## config.mk

```make
export PLATFORM = sky130hd
export DESIGN_NAME = alu_arbiter
export DESIGN_NICKNAME = d
export VERILOG_FILES = /design/src/rtl/alu_arbiter.sv
export SDC_FILE = /design/constraint.sdc
export NUM_CORES = 1
export LEC_CHECK = 0
export CORE_ASPECT_RATIO = 0.8
export CORE_MARGIN = 2
export CORE_UTILIZATION = 40
export CTS_BUF_LIST = sky130_fd_sc_hd__clkbuf_4 sky130_fd_sc_hd__clkbuf_8
export DETAILED_ROUTE_END_ITERATION = 10
export GPL_ROUTABILITY_DRIVEN = 0
export GPL_TIMING_DRIVEN = 1
export HOLD_SLACK_MARGIN = 0.03
export PLACE_DENSITY = 0.95
export SLEW_MARGIN = 20
export SYNTH_ARGS = -nofsm -noshare
export SYNTH_HDL_FRONTEND = slang
export SYNTH_SLANG_ARGS = --single-unit
```

## constraint.sdc

```tcl
create_clock -name clk -period 2.59 [get_ports clk]
set_input_delay 0.6475 -clock clk [delete_from_list [all_inputs] [get_ports clk]]
set_output_delay 0.6475 -clock clk [all_outputs]
set_load 0.01 [all_outputs]
```

## src/rtl/alu_arbiter.sv

```systemverilog
// rtl/alu_arbiter.sv - round-robin arbiter sharing one combinational ALU between two channels
//
// Purpose:
//   Two requesters (ch0, ch1) issue ALU operations through valid/ready request
//   ports and get results back on valid/ready response ports. The arbiter runs
//   one operation at a time through IDLE -> EXEC -> RESP. When both channels
//   request together, the channel that was not granted last wins.
//
// Ports:
//   clk, reset           rising-edge clock, synchronous active-high reset
//   req_valid0/1         request valid per channel
//   req_ready0/1         request accepted when valid & ready (IDLE only)
//   req_a0/1, req_b0/1   operands per channel
//   req_op0/1            ALUOp per channel
//   rsp_valid0/1         result valid for the channel that issued it
//   rsp_ready0/1         channel consumes its result
//   rsp_c                registered result (shared bus, qualify with rsp_validN)
//   rsp_err              illegal-op flag (shared, qualify with rsp_validN)
//   alu_a, alu_b, alu_op operands and opcode driven to the external ALU
//   alu_c                result from the external ALU
//
// Build option:
//   ALU_ARB_ILLEGAL_OP_EN - ops 110/111 drive alu_op=000 and return rsp_c=0
//   with rsp_err=1. When undefined, ops pass through and rsp_err is tied 0.

module alu_arbiter #(
  parameter int WIDTH = 32,
  parameter int OPW   = 3
) (
  input  logic             clk,
  input  logic             reset,
  input  logic             req_valid0,
  output logic             req_ready0,
  input  logic [WIDTH-1:0] req_a0,
  input  logic [WIDTH-1:0] req_b0,
  input  logic [OPW-1:0]   req_op0,
  input  logic             req_valid1,
  output logic             req_ready1,
  input  logic [WIDTH-1:0] req_a1,
  input  logic [WIDTH-1:0] req_b1,
  input  logic [OPW-1:0]   req_op1,
  output logic             rsp_valid0,
  input  logic             rsp_ready0,
  output logic             rsp_valid1,
  input  logic             rsp_ready1,
  output logic [WIDTH-1:0] rsp_c,
  output logic             rsp_err,
  output logic [WIDTH-1:0] alu_a,
  output logic [WIDTH-1:0] alu_b,
  output logic [OPW-1:0]   alu_op,
  input  logic [WIDTH-1:0] alu_c
);

  typedef enum logic [1:0] {
    IDLE = 2'd0,
    EXEC = 2'd1,
    RESP = 2'd2
  } state_t;

  state_t state, state_nxt;

  logic             last_gnt;   // channel granted most recently
  logic             cur_ch;     // channel owning the operation in flight
  logic             gnt_any;
  logic             gnt_ch;
  logic             hs;
  logic             rsp_take;
  logic [WIDTH-1:0] sel_a;
  logic [WIDTH-1:0] sel_b;
  logic [OPW-1:0]   sel_op;

  // Grant is purely combinational on the current valids. With no valid the
  // value of gnt_ch is irrelevant because gnt_any gates every use of it.
  always_comb begin
    gnt_any = req_valid0 | req_valid1;
    if (req_valid0 && req_valid1) begin
      gnt_ch = ~last_gnt;
    end else begin
      gnt_ch = ~req_valid0;
    end
  end

  assign sel_a  = gnt_ch ? req_a1  : req_a0;
  assign sel_b  = gnt_ch ? req_b1  : req_b0;
  assign sel_op = gnt_ch ? req_op1 : req_op0;

  // A request offered during the reset cycle is not accepted, so ready is
  // suppressed rather than letting the requester see a dropped handshake.
  assign hs       = (state == IDLE) && gnt_any && !reset;
  assign rsp_take = cur_ch ? rsp_ready1 : rsp_ready0;

  // State register
  always_ff @(posedge clk) begin
    if (reset) begin
      state <= IDLE;
    end else begin
      state <= state_nxt;
    end
  end

  // Next-state logic
  always_comb begin
    state_nxt = state;
    case (state)
      IDLE:    if (hs) state_nxt = EXEC;
      EXEC:    state_nxt = RESP;
      RESP:    if (rsp_take) state_nxt = IDLE;
      default: state_nxt = IDLE;
    endcase
  end

  // Handshake outputs; a response caught by reset is never presented.
  always_comb begin
    req_ready0 = 1'b0;
    req_ready1 = 1'b0;
    rsp_valid0 = 1'b0;
    rsp_valid1 = 1'b0;
    if (hs) begin
      req_ready0 = ~gnt_ch;
      req_ready1 = gnt_ch;
    end
    if ((state == RESP) && !reset) begin
      rsp_valid0 = ~cur_ch;
      rsp_valid1 = cur_ch;
    end
  end

`ifdef ALU_ARB_ILLEGAL_OP_EN
  logic sel_illegal;
  logic illegal_q;
  logic rsp_err_q;

  assign sel_illegal = (sel_op == OPW'(6)) || (sel_op == OPW'(7));
  assign rsp_err     = rsp_err_q;
`else
  assign rsp_err = 1'b0;
`endif

  // The latched request registers drive the ALU directly: they only change
  // on the handshake edge, so the ALU inputs move exactly when EXEC begins
  // and hold their values everywhere else.
  always_ff @(posedge clk) begin
    if (reset) begin
      last_gnt  <= 1'b1;
      cur_ch    <= 1'b0;
      alu_a     <= '0;
      alu_b     <= '0;
      alu_op    <= '0;
      rsp_c     <= '0;
`ifdef ALU_ARB_ILLEGAL_OP_EN
      illegal_q <= 1'b0;
      rsp_err_q <= 1'b0;
`endif
    end else begin
      if (hs) begin
        last_gnt <= gnt_ch;
        cur_ch   <= gnt_ch;
        alu_a    <= sel_a;
        alu_b    <= sel_b;
`ifdef ALU_ARB_ILLEGAL_OP_EN
        alu_op    <= sel_illegal ? '0 : sel_op;
        illegal_q <= sel_illegal;
`else
        alu_op   <= sel_op;
`endif
      end
      if (state == EXEC) begin
`ifdef ALU_ARB_ILLEGAL_OP_EN
        rsp_c     <= illegal_q ? '0 : alu_c;
        rsp_err_q <= illegal_q;
`else
        rsp_c <= alu_c;
`endif
      end
    end
  end

endmodule

```

==> run summary, run 1 <==
The post-route minimum period is 2.52 ns. By count the netlist is led by sky130_fd_sc_hd__dfxtp_1, sky130_fd_sc_hd__nand2_1, sky130_fd_sc_hd__and3_1, sky130_fd_sc_hd__a221o_1, sky130_fd_sc_hd__a21oi_1. The root buffer cell chosen for the clock tree is sky130_fd_sc_hd__clkbuf_8.

The worst setup path is of the in -> out kind. Counting tap cells, the placed design contains a total of 821 instances. No sink is reached through more buffers than the 2 on the longest clock path. The number of hold buffers added after cts is 0, and the layout-stage area growth over the synthesis result is 72.6%. By instance count, the leading cell after synthesis is sky130_fd_sc_hd__dfxtp_1. The synthesis-stage register bit count is 103, and the clock transition at the registers of the reported paths is 0.09 ns. The synthesized design spends more area on one cell type than any other, namely sky130_fd_sc_hd__dfxtp_1. Across all layers, the routed design uses 4552 vias.

Power spread over the standard cell area amounts to 542 nW/um2. The die covers 11100 um2. Traced cell by cell, the critical path runs through dlygate4sd2_1 -> a21boi_4 -> and2_1 -> clkdlybuf4s50_1. The number of hold-slack violations in the final timing report was 0. For this run, the detailed router's first-pass iteration total came to 4.

On the final layout, the worst hold slack is 0.459 ns. The run gives 14.4 mm as the total wire length after detailed routing. After layout, the worst setup slack is 0.0679 ns.

The worst hold path passes through 2 cells. Peak supply drop: 0.000361 V. For the max-capacitance violation count, the log shows 0. For the slack of the worst reg-to-reg path, the log shows 0.76 ns.

The startpoint of the lowest-slack hold path was rsp_c[23]. Prior to clock tree synthesis, the placed netlist has a worst setup slack of -0.169 ns. The number of cells on the worst reg-to-reg path is 4. The switching power as a share of total power was 0.272. For the met1 demand-to-capacity share in global routing, the log shows 0.286.

The sequential cell area is 2060 um2. The worst register-to-register path begins at state[1]. The run gives 0.264 as the clock network fraction of total power.

TritonCTS built the clock tree. The run gives 0.405 as the effective utilization at floorplan. Share of synthesized cell area in and, or, nand and nor gates: 0.209. The area share of the largest cell type after synthesis was 0.503; the gate count after technology mapping was 444. Post-CTS timing repair inserted 0 buffers for setup.

The run finished with clean final reports. By area, the combinational part of the netlist is dominated by compound AO/OA/AOI/OAI gates. The number of synthesis warnings is 0.

Clock skew after layout: 0.00680 ns. The multiplexer fraction of the synthesized cell area was 0.00244. The first global-routing pass estimated 21.2 mm of wire. The number of antenna violations at the first check in global routing is 0, and the final routed wire length divided by cell count is 17.2 um.

The mapped netlist covers 4100 um2. Part of the Yosys area used for sequential elements: 0.503. The path with the worst hold slack has its endpoint at rsp_c[23]. The number of flops mapped to enable cells by yosys was 0.

The met2 track demand over resource in global routing came out at 0.416. The number of nets in the synthesized netlist is 616. The total routing usage reported by global routing is 0.241, and the die height is 94.6 um. For the worst-skew pair, the clock arrives at the later sink with an insertion delay of 0.36 ns.

The CTS buffer count came out at 9. Number of global-route vias before repair: 4291. The global routing stage identified its most utilized layer as met2.

The detailed placement HPWL was 10.3 mm. In the routed design, unresolved DRC markers number 0. Timing would allow up to 396 MHz. For this run, the leading register cell type out of synthesis is sky130_fd_sc_hd__dfxtp_1.

The total I/O pin count was 276; the antenna diode instance count was 0. The floorplan has 33 rows. The proportion of synthesized flip-flops having asynchronous set or reset is 0, and the number of buffer cells added on primary ports is 274. The run gives 289 as the number of violations reported at the end of detailed-routing iteration 0.

The cell at the slowest stage of the critical path was sky130_fd_sc_hd__clkdlybuf4s50_1. The fraction of synthesized cell area in xor and xnor cells is 0, and the post-detailed-route via-to-cell ratio is 5.44. The arithmetic-cell share of the synthesized area counting full adders, half adders and majority gates was 0; the number of fill cells was 753. The run gives 0.473 as the proportion of power drawn by flip-flops and latches.

CTS saw 103 sinks. Ranked by total cell area, the synthesized netlist is headed by sky130_fd_sc_hd__dfxtp_1, sky130_fd_sc_hd__a221o_1, sky130_fd_sc_hd__and3_1. The tightest min-delay check is of the reg -> reg type. Remaining max-slew budget at the tightest pin: 0.495. Summed over all layers, the global routing overflow is 0. Number of max-slew violations in the final report: 0.

STA classifies the critical path startpoint as an input port. The met3 track demand over resource came out at 0.0584. In this run the number of H-tree levels came out at 3. Static power due to leakage: 0.00271 uW. The share of layout cells above drive strength 1 was 0.0545; the synthesized-area fraction occupied by ao, oa, aoi and oai cells was 0.218. The post-route fraction of the period consumed by the critical path is 0.974, and the arrival time at the worst endpoint is 1.87 ns. Setup repair after global routing left no endpoint under its margin. The final cell count without fillers came out at 837. The final layout contains 864 nets.

The tools report the kind of end point of the critical path as an output port. In this run the remaining antenna-violating nets after routing total 0. In this run the power spent charging and discharging nets is 1040 uW. Setup violations remaining at the end of the flow were counted as 0.

In this run the worst path has a maximum fanout of 4. The count of distinct cell types in the synthesized netlist came out at 30. In this design, the stage delay of the slowest critical-path cell is 0.55 ns. Required time of the critical path: 1.94 ns. In this run the critical register-to-register path is captured at alu_a[5]. Combinational share of power: 0.263.

Entering global routing, the biggest net connects 87 pins. The die is 117 um wide. The tools report the area of the core as 10100 um2.

In the final layout, the multi-input gates occupy 1800 um2. The internal power summed over all cells is 2790 uW, and the per-instance average area after synthesis is 9.23 um2. For the pin with the worst max-slew slack, the measured transition is 0.758 ns.
[routing by layer]
layer / vias to the layer above / part of all wire / wire, um
met5: - / 0 / 0
met4: 0 / 0.032 / 459
met3: 40 / 0.081 / 1160
met2: 227 / 0.49 / 6990
met1: 2143 / 0.40 / 5750
li1: 2142 / - / -
[critical path, delay by kind of cell]
family / cells / cell delay [ns]
and+or+nand+nor: 1 / 0.18
buffers and inverters: 2 / 0.84
AOI/OAI and AO/OA: 1 / 0.21
[power groups by stage]
stage	clock, uW	sequential (uW)	combinational, uW
2_1_floorplan	0	1900	342
3_3_place_gp	0	1840	977
3_5_place_dp	0	1840	1010
4_1_cts	1040	1810	1010
5_1_grt	1100	1830	1080
6_report	1010	1810	1010
[sequential cells by signal (all words and copies together), names as in the netlist]
register and flops:
alu_a 32, alu_b 32, rsp_c 32, alu_op 3
state 2, cur_ch 1, last_gnt 1
[how the worst max path moves through the flow]
stage,startpoint,end,cells past startpoint
after floorplan,reset,req_ready0,4
after global placement,req_valid1,req_ready1,4
after detailed placement,req_valid1,req_ready1,4
after CTS,state[1],rsp_valid0,2
after global routing,req_valid1,req_ready1,4
final,req_valid1,req_ready1,4
[cell usage in the layout (no fill, tap or decap), types with 2 or more instances in the layout]
cell type and n:
sky130_fd_sc_hd__nor3_1 2, sky130_fd_sc_hd__clkbuf_8 9, sky130_fd_sc_hd__nand4_1 19, sky130_fd_sc_hd__clkinvlp_4 2
sky130_fd_sc_hd__clkbuf_4 2, sky130_fd_sc_hd__a21oi_1 34, sky130_fd_sc_hd__buf_4 12, sky130_fd_sc_hd__dfxtp_1 103
sky130_fd_sc_hd__a221o_1 48, sky130_fd_sc_hd__clkdlybuf4s50_1 271, sky130_fd_sc_hd__o21ai_0 19, sky130_fd_sc_hd__nand2_1 65
sky130_fd_sc_hd__nand3_1 19, sky130_fd_sc_hd__and3_1 48, sky130_fd_sc_hd__nand2b_1 2, sky130_fd_sc_hd__dlygate4sd2_1 2
sky130_fd_sc_hd__a31oi_1 19
[timing repair]
| action | 4_1_cts | 5_1_grt |
|---|---|---|
| pin swaps | 0 | 0 |
| resized for setup | 2 | 1 |
| cloned | 0 | 0 |
| endpoints found under the setup margin | 2 | 1 |
[through the flow]
step / TNS (ns) / power, uW / utilization / cell area, um2
floorplan: 0 / 2240 / - / 4100
global placement: -0.215 / 2810 / 0.679 / 6870
detailed placement: -1.00 / 2850 / 0.679 / 6870
CTS: 0 / 3860 / 0.699 / 7070
global route: 0 / 4010 / 0.700 / 7080
finish: 0 / 3830 / 0.700 / 7080
[kinds of logic (layout without fill, tap and decap cells)]
logic type,after synthesis,after routing
other,1,1
buffers and inverters,50,303
AND/OR/NAND/NOR,166,166
flip-flops,103,103
multiplexers,1,1
AO/OA/AOI/OAI,123,123
[layout make-up]
type / count / area share
clock buffers: 11 / 0.0196
well taps: 140 / 0.0248
flip-flops and latches: 103 / 0.291
clock inverters: 5 / 0.00831
multi-input cells: 291 / 0.254
repair buffers: 287 / 0.402
No activity file was read; power rests on OpenSTA's default activity.
==> inputs of run 2 (changes only) <==
Settings changed: SLEW_MARGIN 20 to unset.
==> run 2 against run 1 <==
  * Setup slack gained 0.011 ns
  * Sequential power is essentially flat
  * Clock-buffer cell count is the same
  * Utilization is essentially flat
  * Total power is essentially flat
  * Largest power group unchanged
==> run summary, run 2 (synthesis gave the netlist of run 1 again) <==
The flow ran to the end, and the final reports show no timing, DRC or antenna violations. The tools report the slack of the worst reg-to-reg path as 0.77 ns (about the same). The tools report the total global routing overflow as 0 (unchanged). The logs give 0 (unchanged) for the number of hold-slack violations in the final timing report and 1.94 ns (about the same) for the required time of the critical path. The post-detailed-route via-to-cell ratio came out at 5.45 (+0.20%). The met1 demand-to-capacity share in global routing came out at 0.286 (unchanged). Number of max-slew violations in the final report: 0 (unchanged).

Area of the die: 11100 um2 (unchanged). The x dimension of the die is 117 um (unchanged). The tools report the number of detailed-routing iterations run before antenna repair as 4 (unchanged).

The tools report the antenna diode instance count as 0 (unchanged). The total routing usage reported by global routing is 0.241 (unchanged), and the number of buffer cells added on primary ports is 274 (unchanged). Area of the core: 10100 um2 (unchanged).

The setup violation total in the final timing report is 0 (unchanged), and the cell count of the worst hold path is 2 (unchanged). The worst setup path is launched from an input port. The critical path starts at req_valid1. The insertion delay of the later-clocked pin in the worst-skew pair was 0.36 ns (about the same); the power consumption was 3830 uW (about the same). The CTS root buffer was sky130_fd_sc_hd__clkbuf_8. The final routed wire length divided by cell count is 17.2 um (+0.21%), and the post-route minimum period is 2.51 ns (-0.0112 ns). For hold timing, the worst endpoint is rsp_c[23]. The worst hold path begins at rsp_c[23]. The run gives 0.416 (unchanged) as the met2 track demand over resource in global routing.

Number of buffers inserted to repair setup after CTS: 0 (unchanged). TritonCTS built the clock tree. Share of layout cells above drive strength 1: 0.0531 (-0.00143).

The die height is 94.6 um (unchanged). The buffer levels on the longest clock path was 2 (unchanged). The global-route wire length before repair was 21.2 mm (unchanged). In the final layout, the registers with the most flip-flops are alu_a (32), alu_b (32), rsp_c (32).

The top cell types in the final layout, fill and taps aside, are sky130_fd_sc_hd__clkdlybuf4s50_1, sky130_fd_sc_hd__dfxtp_1, sky130_fd_sc_hd__nand2_1. The final net count is 864 (unchanged). The remaining max-slew budget at the tightest pin is 0.181 (-0.314), and the total power density per cell area is 542 nW/um2 (about the same). The total wire length after detailed routing came out at 14.4 mm (+0.21%).

The tools report the number of nets with antenna violations after detailed routing as 0 (unchanged). In this run the critical register-to-register path is captured at alu_a[5]. The critical register-to-register path startpoint was state[1]. The logs give 0.00271 uW (about the same) for the static power due to leakage and 3 (unchanged) for the depth of the CTS H-tree.

STA classifies the critical path endpoint as an output port. The slew at the pin with the worst max-slew slack was 1.22 ns (+0.466 ns); the via total after detailed routing was 4561 (+0.20%). Detailed placement HPWL: 10.3 mm (unchanged). The path class of the tightest hold or removal check is reg -> reg. The tools report the CTS buffer count as 9 (unchanged). The layout-stage area growth over the synthesis result is 72.5% (about the same). Setup repair after global routing left no endpoint under its margin. The post-route fraction of the period consumed by the critical path was 0.969 (-0.00434). Max-capacitance violation count: 0 (unchanged).

For the peak supply drop, the log shows 0.000357 V (-1.1%). For the DRC violation count after routing, the log shows 0 (unchanged). The total I/O pin count was 276 (unchanged). The number of hold buffers added after cts was 0 (unchanged). Worst reg2reg path depth: 4 (unchanged).

Leaving out fill and tap cells, the most frequent cell in the layout is sky130_fd_sc_hd__clkdlybuf4s50_1. The global routing stage identified its most utilized layer as met2. Clock skew after layout: 0.00793 ns (+0.00113 ns). The count of standard-cell rows came out at 33 (unchanged). The logs give 297 (+2.8%) for the number of violations reported at the end of detailed-routing iteration 0 and 0.0584 (unchanged) for the met3 track demand over resource. For the number of global-route vias before repair, the log shows 4291 (unchanged). The maximum fanout along the worst path was 4 (unchanged); the number of antenna violations at the first check in global routing was 0 (unchanged).

The achievable frequency was 398 MHz (+0.45%). The clock transition at the registers of the reported paths is 0.09 ns (about the same), and the worst-case hold slack is 0.459 ns (+0.00000200 ns). For the clock sink count, the log shows 103 (unchanged). The critical path is of the in -> out type. The run gives 0.405 (unchanged) as the effective utilization at floorplan.

The logs give 87 (unchanged) for the maximum number of pins on one net before global-route repair and 1.86 ns (about the same) for the arrival time at the worst endpoint.
run 2: cell types whose count changed in the layout (fill, tap and decap cells not counted):
cell,previous run,this run
sky130_fd_sc_hd__nor2_2,1,0
sky130_fd_sc_hd__nor2_1,1,2
run 2: area by class of cell:
type | count | area [um2]
Multi-Input combinational cell | 291 | 1790
Timing Repair Buffer | 287 | 2850
Clock inverter | 5 | 58.8
Sequential cell | 103 | 2060
Fill cell | 752 | 3040
Clock buffer | 11 | 139
Tap cell | 140 | 175
run 2: metal layers:
layer | wire length (um) | vias up
li1 | - | 2141
met1 | 5660 | 2131
met2 | 7070 | 249
met3 | 1200 | 40
met4 | 463 | 0
met5 | 0 | -
run 2: worst max-delay path by stage:
stage                     slack (ns)    endpoint
final                           0.08  req_ready1
after floorplan                 0.60  req_ready0
after global routing            0.04  rsp_valid1
after CTS                       0.06  rsp_valid0
after detailed placement       -0.17  req_ready1
after global placement         -0.15  req_ready1
run 2: critical path, cell delays in order:
cell,delay [ns]
sky130_fd_sc_hd__dlygate4sd2_1,0.28
sky130_fd_sc_hd__a21boi_4,0.20
sky130_fd_sc_hd__and2_1,0.18
sky130_fd_sc_hd__clkdlybuf4s50_1,0.56
run 2: power breakdown:
group	internal, uW	switching (uW)	leakage (uW)
Combinational	596	412	0.00177
Sequential	1730	88.6	0.000845
Clock	469	540	0.0000964
run 2: stage by stage:
step                instance area, um2  setup WS [ns]  TNS [ns]  utilization  cells
global route                      7070         0.0374         0        0.699    837
CTS                               7070         0.0553         0        0.699    837
finish                            7070         0.0791         0        0.699    837
floorplan                         4100          0.598         0            -    444
global placement                  6870         -0.151    -0.215        0.679    821
detailed placement                6870         -0.169     -1.00        0.679    821
run 2: what timing repair did:
| item | CTS | global route |
|---|---|---|
| endpoints found under the hold margin | 0 | 0 |
| endpoints found under the setup margin | 2 | 1 |
| resized for setup | 2 | 1 |
| pin swaps | 0 | 0 |
| cloned | 0 | 0 |
==> inputs of run 3 (changes only) <==
Settings changed: CORE_MARGIN 2 to unset, REMOVE_ABC_BUFFERS set to 1.
==> run 3 against run 2 <==
  * Clock power grew 9.9%
  * Non-clock buffer count shrank 1
  * Via count grew 1.2%
  * Critical path type unchanged
  * Critical endpoint unchanged
  * Highest routed layer unchanged
==> run summary, run 3 (synthesis gave the netlist of run 1 again) <==
The antenna diode instance count came out at 0 (unchanged). Clock sink count: 103 (unchanged). The logs give 3 (unchanged) for the depth of the CTS H-tree and 0.721 (+0.0221) for the share of the core filled with cells in the final layout. The run gives 816 (-0.61%) as the total instance count after detailed placement.

The share of layout cells above drive strength 1 is 0.0489 (-0.00416), and the number of hold-slack violations in the final timing report is 0 (unchanged). Clock transition at the registers of the reported paths: 0.09 ns (about the same). In the layout the commonest cells are sky130_fd_sc_hd__clkdlybuf4s50_1, sky130_fd_sc_hd__dfxtp_1, sky130_fd_sc_hd__nand2_1. The maximum fanout along the worst path came out at 4 (unchanged). For hold timing, the worst endpoint is rsp_c[15].

The logs give 0.00272 uW (+0.17%) for the static power due to leakage and 1.83 ns (-0.03 ns) for the arrival time at the worst endpoint. The count of standard-cell rows was 32 (-3.0%); the remaining max-slew budget at the tightest pin was 0.482 (+0.300). The worst setup path is launched from an input port. The post-detailed-route via-to-cell ratio was 5.56 (+2.0%). The x dimension of the die was 115 um (-1.7%); the CTS buffer count was 9 (unchanged). The total global routing overflow was 0 (unchanged). The final net count was 863 (-0.12%). The effective utilization at floorplan is 0.418 (+0.0127). The worst setup path is captured at an output port. For the slack of the worst reg-to-reg path, the log shows 0.79 ns (+0.02 ns). The total wire length after detailed routing was 14.9 mm (+3.7%); the final-layout setup total negative slack was 0 ns (unchanged). The worst hold path belongs to the class reg -> reg.

The total power density per cell area came out at 556 nW/um2 (+2.6%). Setup repair after global routing left no endpoint under its margin. The logs give 1.94 ns (about the same) for the required time of the critical path and 4490 (+4.6%) for the number of global-route vias before repair. The number of buffer cells added on primary ports was 274 (unchanged).

The largest registers in the layout are alu_a (32), alu_b (32), rsp_c (32). TritonCTS built the clock tree. CTS placed an instance of sky130_fd_sc_hd__clkbuf_8 at the clock tree root.

The worst register-to-register path begins at state[1]. The worst reg2reg path depth is 4 (unchanged), and the slew at the pin with the worst max-slew slack is 0.778 ns (-0.446 ns). The run gives 10.7 mm (+4.5%) as the detailed placement HPWL. Die height: 92.6 um (-2.1%). The number of antenna violations at the first check in global routing was 0 (unchanged); the post-route fraction of the period consumed by the critical path was 0.957 (-0.0124). For the final cell count without fillers, the log shows 831 (-0.72%).

The DRC violation count after routing is 0 (unchanged). The logs give 0.275 (+0.0336) for the total routing usage reported by global routing and 9810 um2 (-3.0%) for the area of the core. The global-route wire length before repair was 22.8 mm (+7.7%).

The run gives 4617 (+1.2%) as the via total after detailed routing. Achievable frequency: 403 MHz (+1.3%). The placement-stage cell area was 6860 um2 (-0.18%); the total I/O pin count was 276 (unchanged). The number of max-slew violations in the final report is 0 (unchanged).

The tools report the power consumption as 3930 uW (+2.6%). Path type of the worst setup path: in -> out. The run finished with clean final reports. The cell count of the worst hold path was 2 (unchanged); the number of violations reported at the end of detailed-routing iteration 0 was 391 (+32%). The most common library cell in the layout ignoring fill and taps was sky130_fd_sc_hd__clkdlybuf4s50_1. For the number of nets with antenna violations after detailed routing, the log shows 0 (unchanged). The final routed wire length divided by cell count was 18.0 um (+4.5%). In this run the critical register-to-register path is captured at alu_b[18]. The number of hold buffers added after cts is 0 (unchanged). The final cell area excluding filler cells is 7080 um2 (about the same), and the clock skew after layout is 0.00812 ns (+0.000190 ns). For the area of the die, the log shows 10700 um2 (-3.8%). The maximum number of pins on one net before global-route repair was 87 (unchanged); the post-route minimum period was 2.48 ns (-0.0322 ns). The startpoint identified for the worst hold timing path is rsp_c[15]. The number of detailed-routing iterations run before antenna repair came out at 5 (+1). The layout-stage area growth over the synthesis result is 72.6% (about the same), and the buffer levels on the longest clock path is 2 (unchanged). The setup violation total in the final timing report was 0 (unchanged). The insertion delay of the later-clocked pin in the worst-skew pair is 0.35 ns (about the same). The max-capacitance violation count was 0 (unchanged). Peak supply drop: 0.000427 V (+20%).
## run 3: area by class of cell
cell class / count / area (um2)
clock buffer: 10 / 138
sequential: 103 / 2060
fill: 692 / 2730
multi-input combinational: 291 / 1790
tap: 136 / 170
timing repair buffer: 286 / 2840
clock inverter: 5 / 82.6
## run 3: how the worst max path moves through the flow
stage | startpoint | end | slack (ns)
floorplan | reset | req_ready0 | -1.91
global placement | req_valid0 | req_ready0 | -0.13
detailed placement | req_valid0 | req_ready0 | -0.16
CTS | req_valid1 | req_ready1 | 0.12
global route | state[1] | rsp_valid0 | 0.07
finish | req_valid1 | req_ready1 | 0.11
## run 3: critical path, cell delays in order
cell	delay, ns
sky130_fd_sc_hd__clkdlybuf4s50_1	0.53
sky130_fd_sc_hd__a21boi_4	0.19
sky130_fd_sc_hd__and2_1	0.18
sky130_fd_sc_hd__dlygate4sd2_1	0.28
## run 3: report_power, final
part           total [uW]  leakage (uW)  switching (uW)  internal (uW)
Combinational        1010       0.00177             420            593
Sequential           1810      0.000845            87.6           1730
Clock                1110      0.000101             541            566
Total                3930       0.00272            1050           2880
## run 3: timing repair
action	4_1_cts	5_1_grt
resized for setup	3	0
endpoints found under the setup margin	2	0
buffers inserted	0	0
## run 3: per-layer routing
layer  global-route usage  part of all wire  up-vias
met5                    0                 0        -
li1                     -                 -     2137
met4                0.117             0.033        0
met2                0.480              0.50      233
met1                0.315              0.39     2213
met3               0.0733             0.078       34
## run 3: stage by stage
step,hold WS [ns],setup slack (ns)
4_1_cts,0.462,0.116
3_3_place_gp,0.441,-0.132
3_5_place_dp,0.448,-0.159
2_1_floorplan,0.471,-1.91
6_report,0.462,0.111
5_1_grt,0.480,0.0718
